**src/rtl/noise_pkg.sv**
```systemverilog
// rtl/noise_pkg.sv - shared state encoding and LFSR constants for the noise burst scheduler
package noise_pkg;

  typedef enum logic [1:0] {
    ST_IDLE  = 2'd0,
    ST_BURST = 2'd1,
    ST_GAP   = 2'd2
  } state_t;

  localparam logic [15:0] LFSR_POLY = 16'hb400;
  localparam logic [15:0] LFSR_SEED = 16'hace1;

  // One right-shifting Galois step; the feedback taps come from LFSR_POLY.
  function automatic logic [15:0] lfsr_step(input logic [15:0] s);
    return s[0] ? ((s >> 1) ^ LFSR_POLY) : (s >> 1);
  endfunction

  // Advance a lane state by n single steps.
  function automatic logic [15:0] lfsr_adv(input logic [15:0] s, input int n);
    logic [15:0] v;
    v = s;
    for (int i = 0; i < n; i++) v = lfsr_step(v);
    return v;
  endfunction

endpackage

```
**src/rtl/lfsr16_parallel.sv**
```systemverilog
// rtl/lfsr16_parallel.sv - PARALLEL_SAMPLES interleaved lanes of one 16-bit Galois LFSR sequence
module lfsr16_parallel
  import noise_pkg::*;
#(
  parameter int PARALLEL_SAMPLES = 4
) (
  input  logic                           clk,
  input  logic                           reset,
  input  logic                           enable,
  output logic [PARALLEL_SAMPLES*16-1:0] lanes
);

  // Lane i starts i steps into the sequence; every enable moves all lanes
  // PARALLEL_SAMPLES steps so lanes stay interleaved across beats.
  always_ff @(posedge clk) begin
    if (reset) begin
      for (int i = 0; i < PARALLEL_SAMPLES; i++)
        lanes[i*16 +: 16] <= lfsr_adv(LFSR_SEED, i);
    end else if (enable) begin
      for (int i = 0; i < PARALLEL_SAMPLES; i++)
        lanes[i*16 +: 16] <= lfsr_adv(lanes[i*16 +: 16], PARALLEL_SAMPLES);
    end
  end

endmodule

```
**src/rtl/noise_burst_ctrl.sv**
```systemverilog
// rtl/noise_burst_ctrl.sv - burst/gap scheduler with valid/ready framing over the parallel LFSR
module noise_burst_ctrl
  import noise_pkg::*;
#(
  parameter int PARALLEL_SAMPLES = 4,
  parameter int SAMPLE_WIDTH     = 16,
  parameter int LEN_WIDTH        = 16
) (
  input  logic                                   clk,
  input  logic                                   reset,
  input  logic                                   cfg_valid,
  output logic                                   cfg_ready,
  input  logic [LEN_WIDTH-1:0]                   cfg_burst_len,
  input  logic [LEN_WIDTH-1:0]                   cfg_gap_len,
  input  logic                                   cfg_repeat,
  input  logic                                   start,
  input  logic                                   stop,
  output logic                                   busy,
  output logic [PARALLEL_SAMPLES*SAMPLE_WIDTH-1:0] data_out,
  output logic                                   data_valid,
  input  logic                                   data_ready,
  output logic                                   data_last
);

  localparam logic [LEN_WIDTH-1:0] ONE = LEN_WIDTH'(1);

  state_t                 state, state_nx;
  logic [LEN_WIDTH-1:0]   burst_len, gap_len;
  logic                   repeat_cfg;
  logic [LEN_WIDTH-1:0]   beat_cnt, cnt_nx;
  logic [LEN_WIDTH-1:0]   gap_cnt, gap_nx;
  logic                   run_rep, rep_nx;
  logic                   cfg_fire, beat;
  logic [LEN_WIDTH-1:0]   eff_burst;
  logic                   eff_repeat;
  logic [PARALLEL_SAMPLES*16-1:0] lanes;

  assign cfg_fire   = cfg_valid && cfg_ready;
  assign beat       = data_valid && data_ready;
  assign eff_burst  = cfg_fire ? cfg_burst_len : burst_len;
  assign eff_repeat = cfg_fire ? cfg_repeat : repeat_cfg;

  // Config registers; writes only land while idle because cfg_ready gates them.
  always_ff @(posedge clk) begin
    if (reset) begin
      burst_len  <= '0;
      gap_len    <= '0;
      repeat_cfg <= 1'b0;
    end else if (cfg_fire) begin
      burst_len  <= cfg_burst_len;
      gap_len    <= cfg_gap_len;
      repeat_cfg <= cfg_repeat;
    end
  end

  // Next-state logic: a started burst always runs to its final beat; stop only
  // suppresses the repeat (or aborts a gap).
  always_comb begin
    state_nx = state;
    cnt_nx   = beat_cnt;
    gap_nx   = gap_cnt;
    rep_nx   = run_rep;
    case (state)
      ST_IDLE: begin
        if (start && eff_burst != '0) begin
          state_nx = ST_BURST;
          cnt_nx   = '0;
          rep_nx   = eff_repeat;
        end
      end
      ST_BURST: begin
        rep_nx = run_rep && !stop;
        if (beat) begin
          if (beat_cnt == burst_len - ONE) begin
            cnt_nx = '0;
            if (!rep_nx) begin
              state_nx = ST_IDLE;
            end else if (gap_len != '0) begin
              state_nx = ST_GAP;
              gap_nx   = '0;
            end
          end else begin
            cnt_nx = beat_cnt + ONE;
          end
        end
      end
      ST_GAP: begin
        if (stop) begin
          state_nx = ST_IDLE;
          rep_nx   = 1'b0;
        end else if (gap_cnt == gap_len - ONE) begin
          state_nx = ST_BURST;
          cnt_nx   = '0;
        end else begin
          gap_nx = gap_cnt + ONE;
        end
      end
      default: state_nx = ST_IDLE;
    endcase
  end

  // State and counters plus outputs registered from their next values.
  always_ff @(posedge clk) begin
    if (reset) begin
      state      <= ST_IDLE;
      beat_cnt   <= '0;
      gap_cnt    <= '0;
      run_rep    <= 1'b0;
      data_valid <= 1'b0;
      data_last  <= 1'b0;
      busy       <= 1'b0;
      cfg_ready  <= 1'b1;
    end else begin
      state      <= state_nx;
      beat_cnt   <= cnt_nx;
      gap_cnt    <= gap_nx;
      run_rep    <= rep_nx;
      data_valid <= (state_nx == ST_BURST);
      data_last  <= (state_nx == ST_BURST) && (cnt_nx == eff_burst - ONE);
      busy       <= (state_nx != ST_IDLE);
      cfg_ready  <= (state_nx == ST_IDLE);
    end
  end

  lfsr16_parallel #(
    .PARALLEL_SAMPLES(PARALLEL_SAMPLES)
  ) u_lfsr (
    .clk   (clk),
    .reset (reset),
    .enable(beat),
    .lanes (lanes)
  );

  // Each sample is the top SAMPLE_WIDTH bits of its lane.
  for (genvar i = 0; i < PARALLEL_SAMPLES; i++) begin : g_lane
    assign data_out[i*SAMPLE_WIDTH +: SAMPLE_WIDTH] = lanes[i*16 + 16 - SAMPLE_WIDTH +: SAMPLE_WIDTH];
  end

endmodule

```
**config.mk**
```make
export PLATFORM = sky130hd
export DESIGN_NAME = noise_burst_ctrl
export DESIGN_NICKNAME = d
export VERILOG_FILES = /design/src/rtl/noise_pkg.sv /design/src/rtl/lfsr16_parallel.sv /design/src/rtl/noise_burst_ctrl.sv
export SDC_FILE = /design/constraint.sdc
export NUM_CORES = 1
export LEC_CHECK = 0
export ABC_CLOCK_PERIOD_IN_PS = 5870
export CORE_UTILIZATION = 56
export DETAILED_ROUTE_END_ITERATION = 10
export PLACE_DENSITY = 0.81
export SETUP_SLACK_MARGIN = 0.02
export SYNTH_ARGS = -nofsm -noshare
export SYNTH_HDL_FRONTEND = slang
export SYNTH_SLANG_ARGS = --single-unit
```
**constraint.sdc**
```tcl
create_clock -name clk -period 5.87 [get_ports clk]
set_input_delay 1.174 -clock clk [delete_from_list [all_inputs] [get_ports clk]]
set_output_delay 1.174 -clock clk [all_outputs]
set_load 0.1 [all_outputs]
```
==> metrics.md, run 1 <==
| Metric | Value |
|---|---|
| Number of core rows | 42 |
| TritonCTS clock tree | built |
| CTS Buf Count | 17 |
| Most frequent cells in the layout | 149 x nand2_1, 136 x dfxtp_1, 105 x clkdlybuf4s50_1 |
| Synthesized area per cell | approximately 7.9 sq um |
| Worst-path cell chain | clkdlybuf4s50_1, buf_4, and2_2, buf_4, o21ai_0, or2_2, or4_1, xnor2_1, o21ai_0, a221oi_1, a31oi_1, or4_1, a2111oi_2 |
| Min Hold Slack | 0.4700 ns |
| Final setup viols | 0 |
| Number of flops mapped to enable cells by yosys | 0 |
| WP data required | 6.21 ns |
| Root Buffer Master | clkbuf_16 |
| Arrival time worst endpoint | between 5 and 6 ns |
| Final WL | 22.04 mm |
| Final period utilization | 86.55% |
| Final-layout fill cell count | 1091 |
| Largest net degree at the start of global routing | roughly 100 |
| Ant diodes | 0 |
| Routability Congestion | 0.9606 |
| Most used flip-flop cell after synthesis | dfxtp_1 |
| Final setup TNS | 0 ns |
| Mapped Area | slightly below 0.008 sq mm |
| DRC violations left | 0 |
| Slowest cell on the critical path | or4_1 |
| Vias per inst | 6.074 |
| Core area | 0.01345 sq mm |
| Worst Skew | 0.01017 ns |
| # H-tree levels | 4 |
| Syn_nets | 1043 |
| Final Power | between 2000 and 3000 uW |
| Area Overhead vs Synth | 21.06% |
| Pwr Density | 305.9 mW/mm^2 |
| DIE WIDTH | 120.4 microns |
| Status | finished clean |
| Unrepaired setup endpoints after global routing | false |
| IO Pins | 107 |
| Worst Slack Setup Final | roughly 0.79 ns |
| Final count of hold timing violations | 0 |
| Highest clock rate | 196.8 MHz |
| Slew @ Worst Pin | about 1.0 ns |
| Count of cell types in the netlist | 70 |
| FF+latch count, synth | 136 |
| Overflow left after global routing | 0 |
| Ratio of cells with drive above 1 in the final layout | 6.024% |
| Synth async-reset ratio | 0% |
| Fin util | between 70% and 80% |
| Starting Density | 58.34% |
| Post_cts resized | 0 |
| Buffers on Ports | 106 |
| Min Tclk post-route | 5.080 ns |
| Warnings from Yosys | 0 |
| Routed Antenna Nets | 0 |
| Commonest non-fill, non-tap cell in the layout | nand2_1 |
| First-pass GRT wire length | 35.54 mm |
| DP Wirelength | roughly 15 mm |
| Initial antenna violation count | 0 |
| Vias in the first global route | ~6.9k |
| Mapped Cells | between 900 and 1k |
| Max-slew headroom | 31.17% |
| Slew Limit Fails | 0 |
| Setup crit end kind | flip-flop |
| Clk buf depth | 2 |
| Setup Fix Bufs, Post-CTS | 0 |
| Worst-Skew Late Latency | 0.44 ns |
| Startpoint Class | input port |
| Worst path buffer plus inverter count | 3 |
| NumNets Final | 1115 |
| Worst VDD drop | 0.3261 mV |
| Die Span Y | 120.4 microns |
| Crit path max-delay family | simple AND/OR/NAND/NOR gates |
| Max Cap Violations | 0 |
| Largest stage delay on the critical path | 0.56 ns |
| Vias | 7623 |
| Sequential share of the synthesized area | 34.69% |
| Worst slack, placed | 0.4463 ns |
| Die area | 0.01449 sq mm |
| Crit-path max FO | between 40 and 50 |
| DR iter-0 viols | 1019 |
| CP Class | in -> reg |
| Total track usage | 31.07% |
| Reg clk slew, reported paths | 0.07 ns |
| DRT Pass-1 Iters | 5 |
| Pleak | roughly 0.0034 uW |
| Worst min-delay path category | reg -> reg |
| Post-CTS Hold Buffers | 0 |
| Per-cell routed wire length | 17.56 microns |
| TritonCTS Sinks | between 100 and 150 |
==> synthesized netlist by cell type (all sizes together), types with 3 or more instances <==
cell	count	area, sq um
nand2	150	563.0
dfxtp	136	2723
nor2	98	367.9
a21oi	82	410.4
xnor2	76	665.6
clkbuf	41	153.9
xor2	33	289.0
a211oi	28	210.2
inv	28	105.1
nor3	26	130.1
o21ai	23	115.1
or3	21	131.4
buf	20	97.59
mux2i	17	170.2
nand3b	17	127.6
nand3	16	80.08
a211o	15	131.4
or4	14	116.4
nand4	13	81.33
ha	10	125.1
nor4	10	68.81
o211ai	10	75.07
and2	9	56.30
nand2b	8	50.05
nor2b	7	43.79
a31oi	6	37.54
and3	6	37.54
a21boi	5	37.54
a311oi	5	50.04
nand4b	4	35.03
nor4b	4	35.03
o21a	4	30.03
o22ai	4	25.02
o311a	4	40.04
a31o	3	26.28
o311ai	3	26.28
o31ai	3	27.52
or2	3	18.77
==> worst paths after layout <==
kind / startpoint / end / slack, ns / depth (start not counted)
worst max-delay path: cfg_valid / data_last / 0.79 / 13
worst min-delay path: u_lfsr.lanes[52] / u_lfsr.lanes[48] / 0.47 / 2
worst min register to register: u_lfsr.lanes[52] / u_lfsr.lanes[48] / 0.47 / 2
worst max register to register: burst_len[0] / gap_cnt[15] / 1.30 / 12
==> metal layers <==
layer | global-route usage (%) | vias to the layer above | routed length (microns)
li1 | - | 3653 | -
met1 | 42.27 | 3596 | 9660
met2 | 47.49 | 339 | 9852
met3 | 8.160 | 35 | 2149
met4 | 10.65 | 0 | 372
met5 | 0 | - | 0
==> final cells by class <==
class / instances / area, sq um / share of cell area (%)
timing repair buffer: 114 / 1119 / 11.77
tap: 176 / 220.2 / 2.318
multi-input combinational: 769 / 4781 / 50.32
inverter: 28 / 105.1 / 1.106
clock buffer: 17 / 425.4 / 4.477
clock inverter: 15 / 128.9 / 1.356
sequential: 136 / 2723 / 28.65
==> per-stage QoR <==
step / area [sq um] / cells
4_1_cts: 9502 / 1255
6_report: 9502 / 1255
3_3_place_gp: 8947 / 1223
5_1_grt: 9502 / 1255
2_1_floorplan: 7849 / 994
3_5_place_dp: 8947 / 1223
==> logic make-up after synthesis <==
family | after synthesis | share of synthesized area, %
xor gates and xnor gates | 110 | 12.47
adders and majority gates | 10 | 1.594
muxes | 19 | 2.455
buffers and inverters | 89 | 4.543
DFF | 136 | 34.69
and+or+nand+nor | 414 | 25.71
AOI/OAI and AO/OA | 216 | 18.54
==> registers in the layout, indices dropped and copies added, names as in the netlist <==
signal,cells
u_lfsr.lanes,64
beat_cnt,16
burst_len,16
gap_cnt,16
gap_len,16
state,2
busy,1
cfg_ready,1
data_last,1
data_valid,1
repeat_cfg,1
run_rep,1
==> tightest hold or removal path: stages (launching register included) <==
cell	delay, ns
dfxtp_1	0.32
nand2_1	0.06
a21oi_1	0.05
==> report_power, final <==
part	switching [uW]	total [uW]	internal, uW
clock	468	1020	556
combinational	557	835	278
sequential	71.7	1050	977
total	1100	2910	1810
No activity file was read; power rests on OpenSTA's default activity.
==> inputs of run 2 (changes only) <==
Settings changed: SYNTH_HIERARCHICAL from default to 1.
==> run 2 against run 1 <==
- die area up 3.9%
- largest cell class unchanged
- sequential cell count unchanged
- via count down 0.70%
==> metrics.md, run 2 <==
| Metric | Value |
|---|---|
| Most frequent cells in the layout | 141 x nor2_1, 136 x dfxtp_1, 105 x clkdlybuf4s50_1 |
| Mapped Cells | 1008 |
| IO Pins | 107 |
| Number of flops mapped to enable cells by yosys | 0 |
| Commonest non-fill, non-tap cell in the layout | nor2_1 |
| Final count of hold timing violations | 0 |
| Top cell type's share of synthesized area | between 30% and 40% |
| Max FFs per register | 64 |
| Setup crit end kind | flip-flop |
| Status | finished clean |
| Per-cell routed wire length | 16.78 microns |
| Mapped Area | between 0.008 and 0.009 sq mm |
| FF+latch count, synth | 136 |
| Worst slack, placed | between 0.6 and 0.7 ns |
| Area Overhead vs Synth | 19.69% |
| Core area | 0.01404 sq mm |
| Root Buffer Master | clkbuf_16 |
| Final setup viols | 0 |
| Vias in the first global route | 7015 |
| Fin util | 69.54% |
| Starting Density | 58.09% |
| Worst-path cell chain | clkdlybuf4s50_1, nand2_1, a21oi_1, buf_4, ha_1, o211ai_1, o41a_1, nor2b_1, or4_1, o32a_1, buf_4, a2111oi_0, a31oi_1, nand4_1, nor4_1 |
| Initial antenna violation count | 0 |
| Final WL | 21.28 mm |
| Synth async-reset ratio | 0% |
| Post_cts resized | 0 |
| Crit-path max FO | 18 |
| Unrepaired setup endpoints after global routing | false |
| Largest stage delay on the critical path | 0.74 ns |
| Warnings from Yosys | 6 |
| # H-tree levels | 4 |
| Synthesized area per cell | 8.093 sq um |
| Placed instance area | 0.009184 sq mm |
| Routability Congestion | approximately 0.96 |
| Top reg by flops | u_lfsr/lanes |
| Synth cell count leaders | 141 x nor2_1, 136 x dfxtp_1, 69 x xnor2_1 |
| First-pass GRT wire length | 34.56 mm |
| Worst min-delay path category | reg -> reg |
| Most frequent CP cell | buf_4 |
| Highest clock rate | 206.7 MHz |
| NumNets Final | between 1k and 1.5k |
| Worst Slack Setup Final | 1.031 ns |
| Post-CTS Hold Buffers | 0 |
| Buffers on Ports | 106 |
| Ratio of cells with drive above 1 in the final layout | 6.618% |
| WP data required | 6.21 ns |
| DRT Pass-1 Iters | 5 |
| Number of core rows | 43 |
| DRC violations left | 0 |
| Count of cell types in the netlist | 79 |
| Routed Antenna Nets | 0 |
| Ant diodes | 0 |
| Die Span Y | 122.7 microns |
| DIE WIDTH | around 120 microns |
| Slew @ Worst Pin | between 1 and 1.5 ns |
| Slew Limit Fails | 0 |
| Min Tclk post-route | a little under 5 ns |
| TritonCTS clock tree | built |
| Sequential share of the synthesized area | 33.37% |
| TritonCTS Sinks | 136 |
| Clk buf depth | 2 |
| Top post-synthesis cells by area | dfxtp_1 33%, xnor2_1 7.4%, nor2_1 6.5%, mux2i_1 4.4%, xor2_1 4.3% |
| Die area | 0.01505 sq mm |
| Worst-Skew Late Latency | 0.42 ns |
| Worst VDD drop | 0.2287 mV |
| Final setup TNS | 0 ns |
| Slowest cell on the critical path | clkdlybuf4s50_1 |
| Max-slew headroom | 30.78% |
| Vias per inst | 5.970 |
| Most frequent cell after synthesis | nor2_1 |
| Overflow left after global routing | 0 |
| Largest net degree at the start of global routing | 63 |
| Vias | 7570 |
| Startpoint Class | input port |
| Final period utilization | 82.44% |
| Pleak | about 0.0036 uW |
| DR iter-0 viols | 726 |
| Final Instance Area | 0.009764 sq mm |
| DP Wirelength | 15.33 mm |
| Total track usage | between 20% and 30% |
| Final-layout fill cell count | 1108 |
| Reg clk slew, reported paths | 0.07 ns |
| Syn_nets | 1057 |
| Area leader, netlist | dfxtp_1 |
| Setup Fix Bufs, Post-CTS | 0 |
| Pwr Density | 291.8 mW/mm^2 |
| Arrival time worst endpoint | a little over 5 ns |
| CP Class | in -> reg |
| CTS Buf Count | 17 |
| Worst Skew | 0.01127 ns |
| Max Cap Violations | 0 |
| Most used flip-flop cell after synthesis | dfxtp_1 |
run 2: changes by cell type in the layout (fill, tap and decap cells not counted), sizes merged, moves of 11 or more:
| cell | change |
|---|---|
| a21oi | -25 |
| and3 | +12 |
| mux2i | +19 |
| nand2 | -82 |
| nand3b | -15 |
| nor2 | +43 |
| nor2b | +18 |
| o22ai | +11 |
run 2: final timing paths:
| check | startpoint | to | slack [ns] | cells after the start |
|---|---|---|---|---|
| max | cfg_valid | data_last | 1.03 | 15 |
| min | u_lfsr/lanes[10] | u_lfsr/lanes[6] | 0.49 | 1 |
| max reg2reg | burst_len[0] | data_last | 1.43 | 14 |
| min reg2reg | u_lfsr/lanes[10] | u_lfsr/lanes[6] | 0.49 | 1 |
run 2: layer usage:
metal / share of wire (%) / GRT usage, % / vias to the layer above
li1: - / - / 3683
met1: 43 / 36.64 / 3539
met2: 47 / 47.19 / 285
met3: 5.8 / 6.041 / 63
met4: 4.2 / 14.33 / 0
met5: 0 / 0 / -
run 2: power breakdown:
group          internal (uW)  total (uW)  leakage (uW)  switching [uW]
clock                    601        1060      0.000286             459
sequential               969        1030       0.00111            63.4
combinational            260         756       0.00220             496
total                   1830        2850       0.00359            1020
run 2: kinds of logic (layout without fill, tap and decap cells):
kind of cell / Yosys count / count (layout) / share of synthesized area (%)
AO/OA/AOI/OAI: 210 / 210 / 17.82
XOR/XNOR: 114 / 114 / 12.70
adder cells (fa/ha/maj): 10 / 10 / 1.534
buffers and inverters: 98 / 178 / 5.475
flip-flops: 136 / 136 / 33.37
multiplexers: 37 / 37 / 4.555
AND/OR/NAND/NOR: 403 / 403 / 24.54
run 2: final cells by class:
cell class / instances / area (sq um) / share of cell area, %
flip-flops and latches: 136 / 2723 / 27.88
multi-input cells: 774 / 4989 / 51.09
repair buffers: 116 / 1134 / 11.61
clock buffers: 17 / 425.4 / 4.357
inverters: 30 / 113.9 / 1.166
well taps: 180 / 225.2 / 2.307
clock inverters: 15 / 155.1 / 1.589
run 2: worst max-delay path, delay by kind of cell:
kind                     cells  cell delay, ns
adder cells (fa/ha/maj)      1            0.23
AO/OA/AOI/OAI                6            1.53
buffers and inverters        3            1.20
AND/OR/NAND/NOR              5            1.03
run 2: metrics by stage:
| stage | std cells | total power, uW | hold slack [ns] |
|---|---|---|---|
| after floorplan | 1008 | 1619 | 0.4552 |
| after global placement | 1236 | 1790 | 0.4775 |
| after detailed placement | 1236 | 1796 | 0.4769 |
| after CTS | 1268 | 2854 | 0.4938 |
| after global routing | 1268 | 2964 | 0.5116 |
| final | 1268 | 2849 | 0.4896 |
